## src/rtl/i2s_rx_master.sv

```systemverilog
// I2S master receiver: generates SCK/WS from clk_i, captures MSB-first words on SCK rising
// edges and presents left/right pairs on a valid/ready handshake with a sticky overrun flag.
module i2s_rx_master #(
    parameter int unsigned CLK_DIV = 4,
    parameter int unsigned DATA_W  = 24,
    parameter int unsigned SLOT_W  = 32
) (
    input  logic              clk_i,
    input  logic              rst_i,
    input  logic              en_i,
    input  logic              sd_i,
    output logic              sck_o,
    output logic              ws_o,
    output logic [DATA_W-1:0] left_o,
    output logic [DATA_W-1:0] right_o,
    output logic              valid_o,
    input  logic              ready_i,
    output logic              ovf_o,
    input  logic              clr_ovf_i
);

    localparam int unsigned DIV_W = (CLK_DIV > 1) ? $clog2(CLK_DIV) : 1;
    localparam int unsigned BIT_W = $clog2(2 * SLOT_W);
    localparam int unsigned K_W   = BIT_W - 1;

    localparam logic [DIV_W-1:0] DIV_LAST = DIV_W'(CLK_DIV - 1);
    localparam logic [K_W-1:0]   K_FIRST  = K_W'(1);
    localparam logic [K_W-1:0]   K_LAST   = K_W'(DATA_W);

    logic [DIV_W-1:0]  r_div_cnt;
    logic              r_sck;
    logic [BIT_W-1:0]  r_bit_cnt;
    logic [DATA_W-1:0] r_shift;
    logic [DATA_W-1:0] r_left_hold;
    logic [DATA_W-1:0] r_left;
    logic [DATA_W-1:0] r_right;
    logic              r_valid;
    logic              r_ovf;

    logic              w_tick;
    logic              w_rise;
    logic              w_fall;
    logic              w_ws;
    logic [K_W-1:0]    w_k;
    logic              w_shift_en;
    logic [DATA_W-1:0] w_shift_next;
    logic              w_word_done;
    logic              w_frame_done;
    logic              w_xfer;
    logic              w_load;
    logic              w_ovf_set;

    // Divider and slot-position decode; nothing advances while disabled.
    assign w_tick       = en_i && (r_div_cnt == DIV_LAST);
    assign w_rise       = w_tick && !r_sck;
    assign w_fall       = w_tick && r_sck;
    assign w_ws         = r_bit_cnt[BIT_W-1];
    assign w_k          = r_bit_cnt[K_W-1:0];
    assign w_shift_en   = w_rise && (w_k >= K_FIRST) && (w_k <= K_LAST);
    assign w_shift_next = {r_shift[DATA_W-2:0], sd_i};
    assign w_word_done  = w_rise && (w_k == K_LAST);
    assign w_frame_done = w_word_done && w_ws;

    // A completing frame may load when the output is empty or is being taken this cycle.
    assign w_xfer       = r_valid && ready_i;
    assign w_load       = w_frame_done && (!r_valid || ready_i);
    assign w_ovf_set    = w_frame_done && r_valid && !ready_i;

    always_ff @(posedge clk_i or posedge rst_i) begin
        if (rst_i) begin
            r_div_cnt <= '0;
            r_sck     <= 1'b0;
        end else if (!en_i) begin
            r_div_cnt <= '0;
            r_sck     <= 1'b0;
        end else if (w_tick) begin
            r_div_cnt <= '0;
            r_sck     <= ~r_sck;
        end else begin
            r_div_cnt <= r_div_cnt + DIV_W'(1);
        end
    end

    // Slot bit counter wraps naturally over the 2*SLOT_W frame; its MSB is WS.
    always_ff @(posedge clk_i or posedge rst_i) begin
        if (rst_i) begin
            r_bit_cnt <= '0;
        end else if (!en_i) begin
            r_bit_cnt <= '0;
        end else if (w_fall) begin
            r_bit_cnt <= r_bit_cnt + BIT_W'(1);
        end
    end

    always_ff @(posedge clk_i or posedge rst_i) begin
        if (rst_i) begin
            r_shift     <= '0;
            r_left_hold <= '0;
        end else if (!en_i) begin
            r_shift     <= '0;
        end else begin
            if (w_shift_en) begin
                r_shift <= w_shift_next;
            end
            if (w_word_done && !w_ws) begin
                r_left_hold <= w_shift_next;
            end
        end
    end

    // Output register and handshake keep working while disabled.
    always_ff @(posedge clk_i or posedge rst_i) begin
        if (rst_i) begin
            r_left  <= '0;
            r_right <= '0;
            r_valid <= 1'b0;
        end else if (w_load) begin
            r_left  <= r_left_hold;
            r_right <= w_shift_next;
            r_valid <= 1'b1;
        end else if (w_xfer) begin
            r_valid <= 1'b0;
        end
    end

    // Overrun is sticky; a coincident new overrun beats the clear.
    always_ff @(posedge clk_i or posedge rst_i) begin
        if (rst_i) begin
            r_ovf <= 1'b0;
        end else if (w_ovf_set) begin
            r_ovf <= 1'b1;
        end else if (clr_ovf_i) begin
            r_ovf <= 1'b0;
        end
    end

    assign sck_o   = r_sck;
    assign ws_o    = w_ws;
    assign left_o  = r_left;
    assign right_o = r_right;
    assign valid_o = r_valid;
    assign ovf_o   = r_ovf;

endmodule

```

## config.mk

```make
export PLATFORM = sky130hd
export DESIGN_NAME = i2s_rx_master
export DESIGN_NICKNAME = d
export VERILOG_FILES = /design/src/rtl/i2s_rx_master.sv
export SDC_FILE = /design/constraint.sdc
export NUM_CORES = 1
export LEC_CHECK = 0
export CAP_MARGIN = 15
export CORE_MARGIN = 2
export CORE_UTILIZATION = 45
export CTS_BUF_LIST = sky130_fd_sc_hd__clkbuf_16
export CTS_CLUSTER_SIZE = 28
export DETAILED_ROUTE_END_ITERATION = 10
export GPL_TIMING_DRIVEN = 1
export PLACE_DENSITY = 0.65
export REMOVE_ABC_BUFFERS = 1
export SETUP_SLACK_MARGIN = 0.15
export SLEW_MARGIN = 10
export SYNTH_ARGS = -nofsm -noshare
export SYNTH_HDL_FRONTEND = slang
export SYNTH_SLANG_ARGS = --single-unit
```

## constraint.sdc

```tcl
create_clock -name clk_i -period 5.2 [get_ports clk_i]
set_input_delay 1.3 -clock clk_i [delete_from_list [all_inputs] [get_ports clk_i]]
set_output_delay 1.3 -clock clk_i [all_outputs]
set_load 0.01 [all_outputs]
```

==> metrics.txt, run 1 <==
# TYPE chip_impl_metric gauge
chip_impl_info{name="status",value="finished, final reports clean"} 1
chip_impl_metric{name="finalSetupViolations",unit=""} 0
chip_impl_metric{name="post_synth_num_cell_types",unit=""} 31
chip_impl_metric{name="post_synth_instance_area",unit="mm2"} 0.00432
chip_impl_metric{name="irDropWorstVdd",unit="mV"} 0.142
chip_impl_metric{name="die_height",unit="um"} 102
chip_impl_metric{name="transition_time_at_the_pin_with_the_least_slew_margin",unit="ns"} 0.793
chip_impl_metric{name="clock_slew_seen_by_the_registers_of_the_worst_setup_and_hold_paths",unit="ns"} 0.06
chip_impl_info{name="cts_tree",value="done"} 1
chip_impl_metric{name="global_route_wire_length_before_repair",unit="um"} 12200
chip_impl_metric{name="totalNegativeSetupSlack",unit="ns"} 0
chip_impl_metric{name="detail_route.wl_per_cell",unit="um"} 15.1
chip_impl_metric{name="worst-endpoint-arrival",unit="ns"} 3.21
chip_impl_metric{name="slew_viol_final",unit=""} 0
chip_impl_metric{name="antenna_violations_before_repair",unit=""} 0
chip_impl_metric{name="globalplace.congestion",unit=""} 0.764
chip_impl_metric{name="design.die.area",unit="mm2"} 0.0104
chip_impl_info{name="hold_class",value="reg -> reg"} 1
chip_impl_metric{name="buffer_ports.inserted",unit=""} 57
chip_impl_metric{name="drtPass1Iterations",unit=""} 4
chip_impl_metric{name="routed_via_density",unit=""} 4.92
chip_impl_metric{name="post-layout-total-power",unit="mW"} 1.53
chip_impl_metric{name="insertedDiodeCount",unit=""} 0
chip_impl_metric{name="core_area",unit="mm2"} 0.00928
chip_impl_metric{name="synth.avg_cell_area",unit="um2"} 15.0
chip_impl_metric{name="min_period",unit="ns"} 3.01
chip_impl_metric{name="quantity_of_hold_fixing_buffers_added_after_cts",unit=""} 0
chip_impl_info{name="critical_path_class",value="in -> reg"} 1
chip_impl_metric{name="clock_tree.buffer_depth",unit=""} 2
chip_impl_metric{name="dp_hpwl",unit="um"} 4690
chip_impl_metric{name="synth.ff_latch_count",unit=""} 106
chip_impl_metric{name="num_vias",unit=""} 2360
chip_impl_info{name="worst_setup_path_start_kind",value="input pin"} 1
chip_impl_metric{name="timing_hold_violations_final",unit=""} 0
chip_impl_metric{name="worst-endpoint-required",unit="ns"} 5.40
chip_impl_metric{name="worst-path-max-fanout",unit=""} 35
chip_impl_metric{name="finalCritPeriodShare",unit=""} 0.580
chip_impl_metric{name="detail_route.wirelength",unit="um"} 7260
chip_impl_metric{name="synth.yosys.seq_area_share",unit=""} 0.615
chip_impl_metric{name="final_layout_size_suffix_gt1_frac",unit=""} 0.285
chip_impl_metric{name="cts_htree_levels",unit=""} 3
chip_impl_metric{name="gr-usage-all-layers",unit=""} 0.150
chip_impl_metric{name="postSynthCellCount",unit=""} 287
chip_impl_info{name="cts_root_buffer",value="sky130_fd_sc_hd__clkbuf_16"} 1
chip_impl_metric{name="slew_headroom",unit=""} 0.471
chip_impl_metric{name="first_iter_violations",unit=""} 59
chip_impl_metric{name="cts.sinks",unit=""} 106
chip_impl_metric{name="final_cell_count_no_fill",unit=""} 480
chip_impl_metric{name="grt_overflow_total",unit=""} 0
chip_impl_metric{name="cts_repair_resize_count",unit=""} 0
chip_impl_info{name="endpoint_kind",value="flop"} 1
chip_impl_metric{name="ys.warnings.count",unit=""} 0
chip_impl_metric{name="timing.fmax",unit="GHz"} 0.332
chip_impl_metric{name="largest_net_degree_at_the_start_of_global_routing",unit=""} 92
chip_impl_metric{name="detail-route-antenna-nets",unit=""} 0
chip_impl_metric{name="cap_viol_max_count",unit=""} 0
chip_impl_metric{name="clk-insertion-delay-late",unit="ns"} 0.34
chip_impl_metric{name="hold_slack",unit="ns"} 0.437
chip_impl_metric{name="die_w",unit="um"} 102
chip_impl_metric{name="std_cell_rows",unit=""} 35
chip_impl_metric{name="cellLeakagePower",unit="nW"} 2.70
chip_impl_metric{name="grt_pass1_vias",unit=""} 2431
chip_impl_metric{name="area_growth_syn_to_layout",unit="%"} 22.3
chip_impl_metric{name="placed_cells_incl_taps",unit=""} 464
chip_impl_metric{name="effective_utilization_at_floorplan",unit=""} 0.465
chip_impl_metric{name="total_cts_buffers",unit=""} 9
chip_impl_metric{name="final_nets",unit=""} 356
chip_impl_metric{name="post_cts.repair.setup_buffers",unit=""} 0
chip_impl_metric{name="power.density",unit="mW/mm2"} 290
chip_impl_metric{name="finalClockSkew",unit="ns"} 0.00779
chip_impl_metric{name="top_level_ports",unit=""} 58
chip_impl_metric{name="drcViolationCount",unit=""} 0
chip_impl_info{name="rsz0062_at_grt",value="false"} 1
## synth_stat cells
cell type / n / area share
sky130_fd_sc_hd__dfrtp_1: 106 / 0.61
sky130_fd_sc_hd__mux2_2: 52 / 0.14
sky130_fd_sc_hd__nand2_1: 29 / 0.025
sky130_fd_sc_hd__mux2i_1: 23 / 0.053
sky130_fd_sc_hd__mux2_4: 20 / 0.070
sky130_fd_sc_hd__buf_2: 7 / 0.0081
sky130_fd_sc_hd__inv_1: 6 / 0.0052
sky130_fd_sc_hd__and2_1: 5 / 0.0072
sky130_fd_sc_hd__ha_1: 4 / 0.012
sky130_fd_sc_hd__nand3_1: 4 / 0.0046
sky130_fd_sc_hd__buf_6: 3 / 0.0078
sky130_fd_sc_hd__clkbuf_1: 3 / 0.0026
sky130_fd_sc_hd__xnor2_1: 3 / 0.0061
sky130_fd_sc_hd__xor2_1: 3 / 0.0061
sky130_fd_sc_hd__a21oi_1: 2 / 0.0023
sky130_fd_sc_hd__buf_12: 2 / 0.0093
sky130_fd_sc_hd__a211oi_1: 1 / 0.0017
sky130_fd_sc_hd__a21boi_0: 1 / 0.0017
sky130_fd_sc_hd__and3b_2: 1 / 0.0023
sky130_fd_sc_hd__nand2_2: 1 / 0.0015
sky130_fd_sc_hd__nand2b_1: 1 / 0.0015
sky130_fd_sc_hd__nand4b_2: 1 / 0.0035
sky130_fd_sc_hd__nor2_1: 1 / 0.00087
sky130_fd_sc_hd__nor2b_1: 1 / 0.0015
sky130_fd_sc_hd__nor3_1: 1 / 0.0012
sky130_fd_sc_hd__nor3_2: 1 / 0.0023
sky130_fd_sc_hd__nor3b_1: 1 / 0.0017
sky130_fd_sc_hd__nor4_4: 1 / 0.0049
sky130_fd_sc_hd__o22ai_1: 1 / 0.0015
sky130_fd_sc_hd__or4_1: 1 / 0.0017
sky130_fd_sc_hd__or4_4: 1 / 0.0026
## registers in the layout, indices dropped and copies added (netlist names)
name         cells
left_o          24
r_left_hold     24
r_div_cnt        2
r_shift         23
sck_o            1
r_bit_cnt        6
ovf_o            1
valid_o          1
right_o         24
## cell type report
type	instances	area, um2
fillers	803	4010
clock buffers	9	225
clock inverters	7	71.3
inverters	6	27.5
well taps	129	161
flip-flops and latches	106	2650
multi-input cells	160	1530
repair buffers	63	616
## logic make-up after synthesis
kind of cell | count (synthesis) | share of synthesized area
xor+xnor | 6 | 0.0122
mux | 95 | 0.259
fa+ha+maj | 4 | 0.0116
simple gates | 50 | 0.0626
flops | 106 | 0.615
buf+inv | 21 | 0.0331
compound gates | 5 | 0.00725
## cell usage in the layout (no fill, tap or decap), drive strengths merged
master,n
bufinv,1
buf,6
mux2i,23
nor2,1
xnor2,3
nor3b,1
clkinvlp,1
nand2b,1
clkbuf,9
dfrtp,106
nor3,2
nand3,4
inv,9
ha,4
or4,2
nor4,1
nor2b,1
and2,5
nand4b,1
a21oi,2
and3b,1
a211oi,1
clkinv,2
nand2,30
xor2,3
o22ai,1
mux2,72
a21boi,1
clkdlybuf4s50,57
## per-layer routing
layer	wire length [um]	share of wire	track usage
met1	3350	0.46	0.203
met2	3610	0.50	0.240
met3	199	0.027	0.0369
met4	94	0.013	0.0492
met5	0	0	0
## worst max-delay path, stage by stage
cell and delay [ns]:
sky130_fd_sc_hd__clkdlybuf4s50_1 0.45, sky130_fd_sc_hd__buf_4 0.32, sky130_fd_sc_hd__nand2_2 0.15, sky130_fd_sc_hd__or4_4 0.76, sky130_fd_sc_hd__mux2i_1 0.20
## per-stage QoR
stage	util	cell area [um2]	setup WS, ns
final	0.569	5280	2.19
after global routing	0.569	5280	2.09
after CTS	0.568	5280	2.18
after detailed placement	0.536	4980	1.83
after global placement	0.536	4980	1.89
after floorplan	-	4200	1.11
## path summary, 6_finish.rpt
path | slack (ns) | from | depth (start not counted) | to
worst max-delay path | 2.19 | en_i | 5 | r_shift[1]
worst min-delay path | 0.44 | r_div_cnt[0] | 1 | r_div_cnt[0]
worst max register to register | 3.21 | r_bit_cnt[1] | 6 | r_shift[16]
worst min register to register | 0.44 | r_div_cnt[0] | 1 | r_div_cnt[0]
max in group asynchronous | 3.01 | rst_i | 3 | r_left_hold[17]
min in group asynchronous | 1.50 | rst_i | 2 | left_o[14]
## power breakdown
part	switching [mW]	total, mW	internal [mW]
combinational	0.0237	0.0328	0.00907
clock	0.296	0.669	0.373
sequential	0.00275	0.829	0.826
Power figures use the tool's default switching activity.
==> run 2, diff against run 1 <==
==> constraint.sdc (replaced) <==
create_clock -name clk_i -period 3 [get_ports clk_i]
set_input_delay 0.75 -clock clk_i [delete_from_list [all_inputs] [get_ports clk_i]]
set_output_delay 0.75 -clock clk_i [all_outputs]
set_load 0.01 [all_outputs]
==> run 2 against run 1 <==
Effect of this change:
- design area decreased by 0.17%
- count of clock-buffer cells in the layout stayed put
- die area unchanged
- clock power rose by 55%
- wire length fell by 3.5%
- sequential share of layout area up 0.084 points
- critical path type unchanged
- largest cell class unchanged
- highest routed layer unchanged
==> metrics.txt, run 2 (synthesis results as in run 1) <==
# TYPE chip_impl_metric gauge
chip_impl_metric{name="finalCritPeriodShare",unit=""} 0.762
chip_impl_metric{name="top_level_ports",unit=""} 58
chip_impl_metric{name="clk-insertion-delay-late",unit="ns"} 0.32
chip_impl_metric{name="placed_cells_incl_taps",unit=""} 464
chip_impl_metric{name="effective_utilization_at_floorplan",unit=""} 0.465
chip_impl_metric{name="cts_htree_levels",unit=""} 3
chip_impl_metric{name="cts.sinks",unit=""} 106
chip_impl_metric{name="transition_time_at_the_pin_with_the_least_slew_margin",unit="ns"} 0.751
chip_impl_metric{name="quantity_of_hold_fixing_buffers_added_after_cts",unit=""} 0
chip_impl_metric{name="timing_hold_violations_final",unit=""} 0
chip_impl_metric{name="worst-path-max-fanout",unit=""} 48
chip_impl_info{name="rr_startpoint",value="r_bit_cnt[0]"} 1
chip_impl_metric{name="grt_pass1_vias",unit=""} 2403
chip_impl_metric{name="insertedDiodeCount",unit=""} 0
chip_impl_metric{name="antenna_violations_before_repair",unit=""} 0
chip_impl_metric{name="detail_route.wirelength",unit="um"} 7000
chip_impl_info{name="hold_end",value="r_div_cnt[0]"} 1
chip_impl_metric{name="final_cell_count_no_fill",unit=""} 480
chip_impl_metric{name="finalClockSkew",unit="ns"} 0.00677
chip_impl_metric{name="irDropWorstVdd",unit="mV"} 0.240
chip_impl_metric{name="globalplace.congestion",unit=""} 0.742
chip_impl_metric{name="area_growth_syn_to_layout",unit="%"} 22.1
chip_impl_info{name="highest_count_cells_in_the_layout_ignoring_fill_and_taps",value="sky130_fd_sc_hd__dfrtp_1 (106), sky130_fd_sc_hd__clkdlybuf4s50_1 (57), sky130_fd_sc_hd__mux2_2 (52), sky130_fd_sc_hd__nand2_1 (29), sky130_fd_sc_hd__mux2i_1 (23)"} 1
chip_impl_info{name="hold_path_startpoint",value="r_div_cnt[0]"} 1
chip_impl_metric{name="drtPass1Iterations",unit=""} 4
chip_impl_info{name="cts_tree",value="done"} 1
chip_impl_metric{name="std_cell_rows",unit=""} 35
chip_impl_metric{name="worst-endpoint-arrival",unit="ns"} 2.49
chip_impl_metric{name="final-seq-area",unit="mm2"} 0.00265
chip_impl_metric{name="total_cts_buffers",unit=""} 9
chip_impl_metric{name="detail_route.wl_per_cell",unit="um"} 14.6
chip_impl_info{name="crit_chain",value="clkdlybuf4s50_1, nand2_2, nor3_2, nand3_2, buf_4, mux2_2"} 1
chip_impl_metric{name="global_route_wire_length_before_repair",unit="um"} 11900
chip_impl_metric{name="slew_viol_final",unit=""} 0
chip_impl_info{name="hold_class",value="reg -> reg"} 1
chip_impl_metric{name="timing.fmax",unit="GHz"} 0.438
chip_impl_metric{name="core_area",unit="mm2"} 0.00928
chip_impl_metric{name="cts_repair_resize_count",unit=""} 0
chip_impl_metric{name="multi_input_gate_area",unit="mm2"} 0.00153
chip_impl_metric{name="reg2regPathDepth",unit=""} 7
chip_impl_metric{name="cap_viol_max_count",unit=""} 0
chip_impl_metric{name="worst-endpoint-required",unit="ns"} 3.21
chip_impl_metric{name="num_vias",unit=""} 2302
chip_impl_info{name="rsz0062_at_grt",value="false"} 1
chip_impl_metric{name="drcViolationCount",unit=""} 0
chip_impl_metric{name="finalSetupViolations",unit=""} 0
chip_impl_metric{name="final_layout_size_suffix_gt1_frac",unit=""} 0.282
chip_impl_metric{name="cellLeakagePower",unit="nW"} 2.69
chip_impl_metric{name="final_design_area_no_fill",unit="mm2"} 0.00527
chip_impl_metric{name="design.die.area",unit="mm2"} 0.0104
chip_impl_metric{name="dpl_cell_area",unit="mm2"} 0.00500
chip_impl_info{name="status",value="finished, final reports clean"} 1
chip_impl_info{name="critical_path.slowest_cell",value="sky130_fd_sc_hd__buf_4"} 1
chip_impl_info{name="critical_path_class",value="in -> reg"} 1
chip_impl_info{name="crit-reg2reg-capture",value="left_o[3]"} 1
chip_impl_metric{name="buffer_ports.inserted",unit=""} 57
chip_impl_metric{name="worst_path_largest_cell_delay",unit="ns"} 0.56
chip_impl_metric{name="final.fill_count",unit=""} 798
chip_impl_metric{name="die_height",unit="um"} 102
chip_impl_metric{name="post_cts.repair.setup_buffers",unit=""} 0
chip_impl_metric{name="totalNegativeSetupSlack",unit="ns"} 0
chip_impl_metric{name="gr-usage-all-layers",unit=""} 0.147
chip_impl_metric{name="power.density",unit="mW/mm2"} 481
chip_impl_metric{name="slew_headroom",unit=""} 0.499
chip_impl_metric{name="detail-route-antenna-nets",unit=""} 0
chip_impl_metric{name="routed_via_density",unit=""} 4.80
chip_impl_metric{name="largest_net_degree_at_the_start_of_global_routing",unit=""} 49
chip_impl_metric{name="whs_path_depth",unit=""} 1
chip_impl_info{name="endpoint_kind",value="flop"} 1
chip_impl_info{name="setup.worst_path.start",value="en_i"} 1
chip_impl_metric{name="clock_tree.buffer_depth",unit=""} 2
chip_impl_info{name="worst_setup_path_start_kind",value="input pin"} 1
chip_impl_metric{name="first_iter_violations",unit=""} 75
chip_impl_metric{name="clock_slew_seen_by_the_registers_of_the_worst_setup_and_hold_paths",unit="ns"} 0.06
chip_impl_metric{name="min_period",unit="ns"} 2.29
chip_impl_metric{name="grt_overflow_total",unit=""} 0
chip_impl_metric{name="die_w",unit="um"} 102
chip_impl_metric{name="timing.reg2reg.setup_slack",unit="ns"} 0.81
chip_impl_metric{name="dp_hpwl",unit="um"} 4540
chip_impl_metric{name="final_nets",unit=""} 356
chip_impl_info{name="cts_root_buffer",value="sky130_fd_sc_hd__clkbuf_16"} 1
chip_impl_info{name="layout.cells.most_common",value="sky130_fd_sc_hd__dfrtp_1"} 1
chip_impl_metric{name="post-layout-total-power",unit="mW"} 2.54
[run 2: cell count changes in the layout (fill, tap and decap cells not counted)]
cell,delta
sky130_fd_sc_hd__buf_4,-2
sky130_fd_sc_hd__clkinv_2,+1
sky130_fd_sc_hd__clkinv_4,-1
sky130_fd_sc_hd__buf_12,+2
sky130_fd_sc_hd__bufinv_16,-1
sky130_fd_sc_hd__inv_6,-2
sky130_fd_sc_hd__inv_1,+1
sky130_fd_sc_hd__clkinvlp_4,+1
sky130_fd_sc_hd__inv_4,+1
[run 2: metrics by stage]
step / worst slack (ns) / utilization / hold slack, ns
after CTS: 0.734 / 0.568 / 0.447
after detailed placement: 0.385 / 0.539 / 0.438
after global routing: 0.652 / 0.568 / 0.466
after global placement: 0.409 / 0.539 / 0.425
after floorplan: -0.539 / - / 0.414
final: 0.715 / 0.568 / 0.443
[run 2: report_power, final]
| part | internal [mW] | leakage (nW) | switching [mW] |
|---|---|---|---|
| Sequential | 1.43 | 1.48 | 0.00459 |
| Combinational | 0.0191 | 1.08 | 0.0415 |
| Clock | 0.554 | 0.135 | 0.485 |
| Total | 2.01 | 2.69 | 0.531 |
[run 2: worst max-delay path by stage]
stage                             to  slack (ns)
after floorplan            left_o[0]       -0.54
after global placement    left_o[16]        0.41
after detailed placement  left_o[19]        0.38
after CTS                 left_o[19]        0.73
after global routing      left_o[17]        0.65
final                      left_o[3]        0.71
[run 2: critical path, delay by kind of cell]
family | cells | cell delay, ns
buffers and inverters | 2 | 0.99
and+or+nand+nor | 3 | 0.28
muxes | 1 | 0.41
[run 2: final cells by class]
type | count | area share
Tap cell | 129 | 0.0306
Clock inverter | 7 | 0.00760
Multi-Input combinational cell | 160 | 0.289
Sequential cell | 106 | 0.503
Timing Repair Buffer | 63 | 0.122
Clock buffer | 9 | 0.0427
Inverter | 6 | 0.00475
[run 2: per-layer routing]
layer  up-vias  wire length, um  GRT usage
met5         -                0          0
met4         0               55     0.0605
met3         2              177     0.0274
met2        29             3350      0.231
met1      1162             3420      0.204
li1       1109                -          -
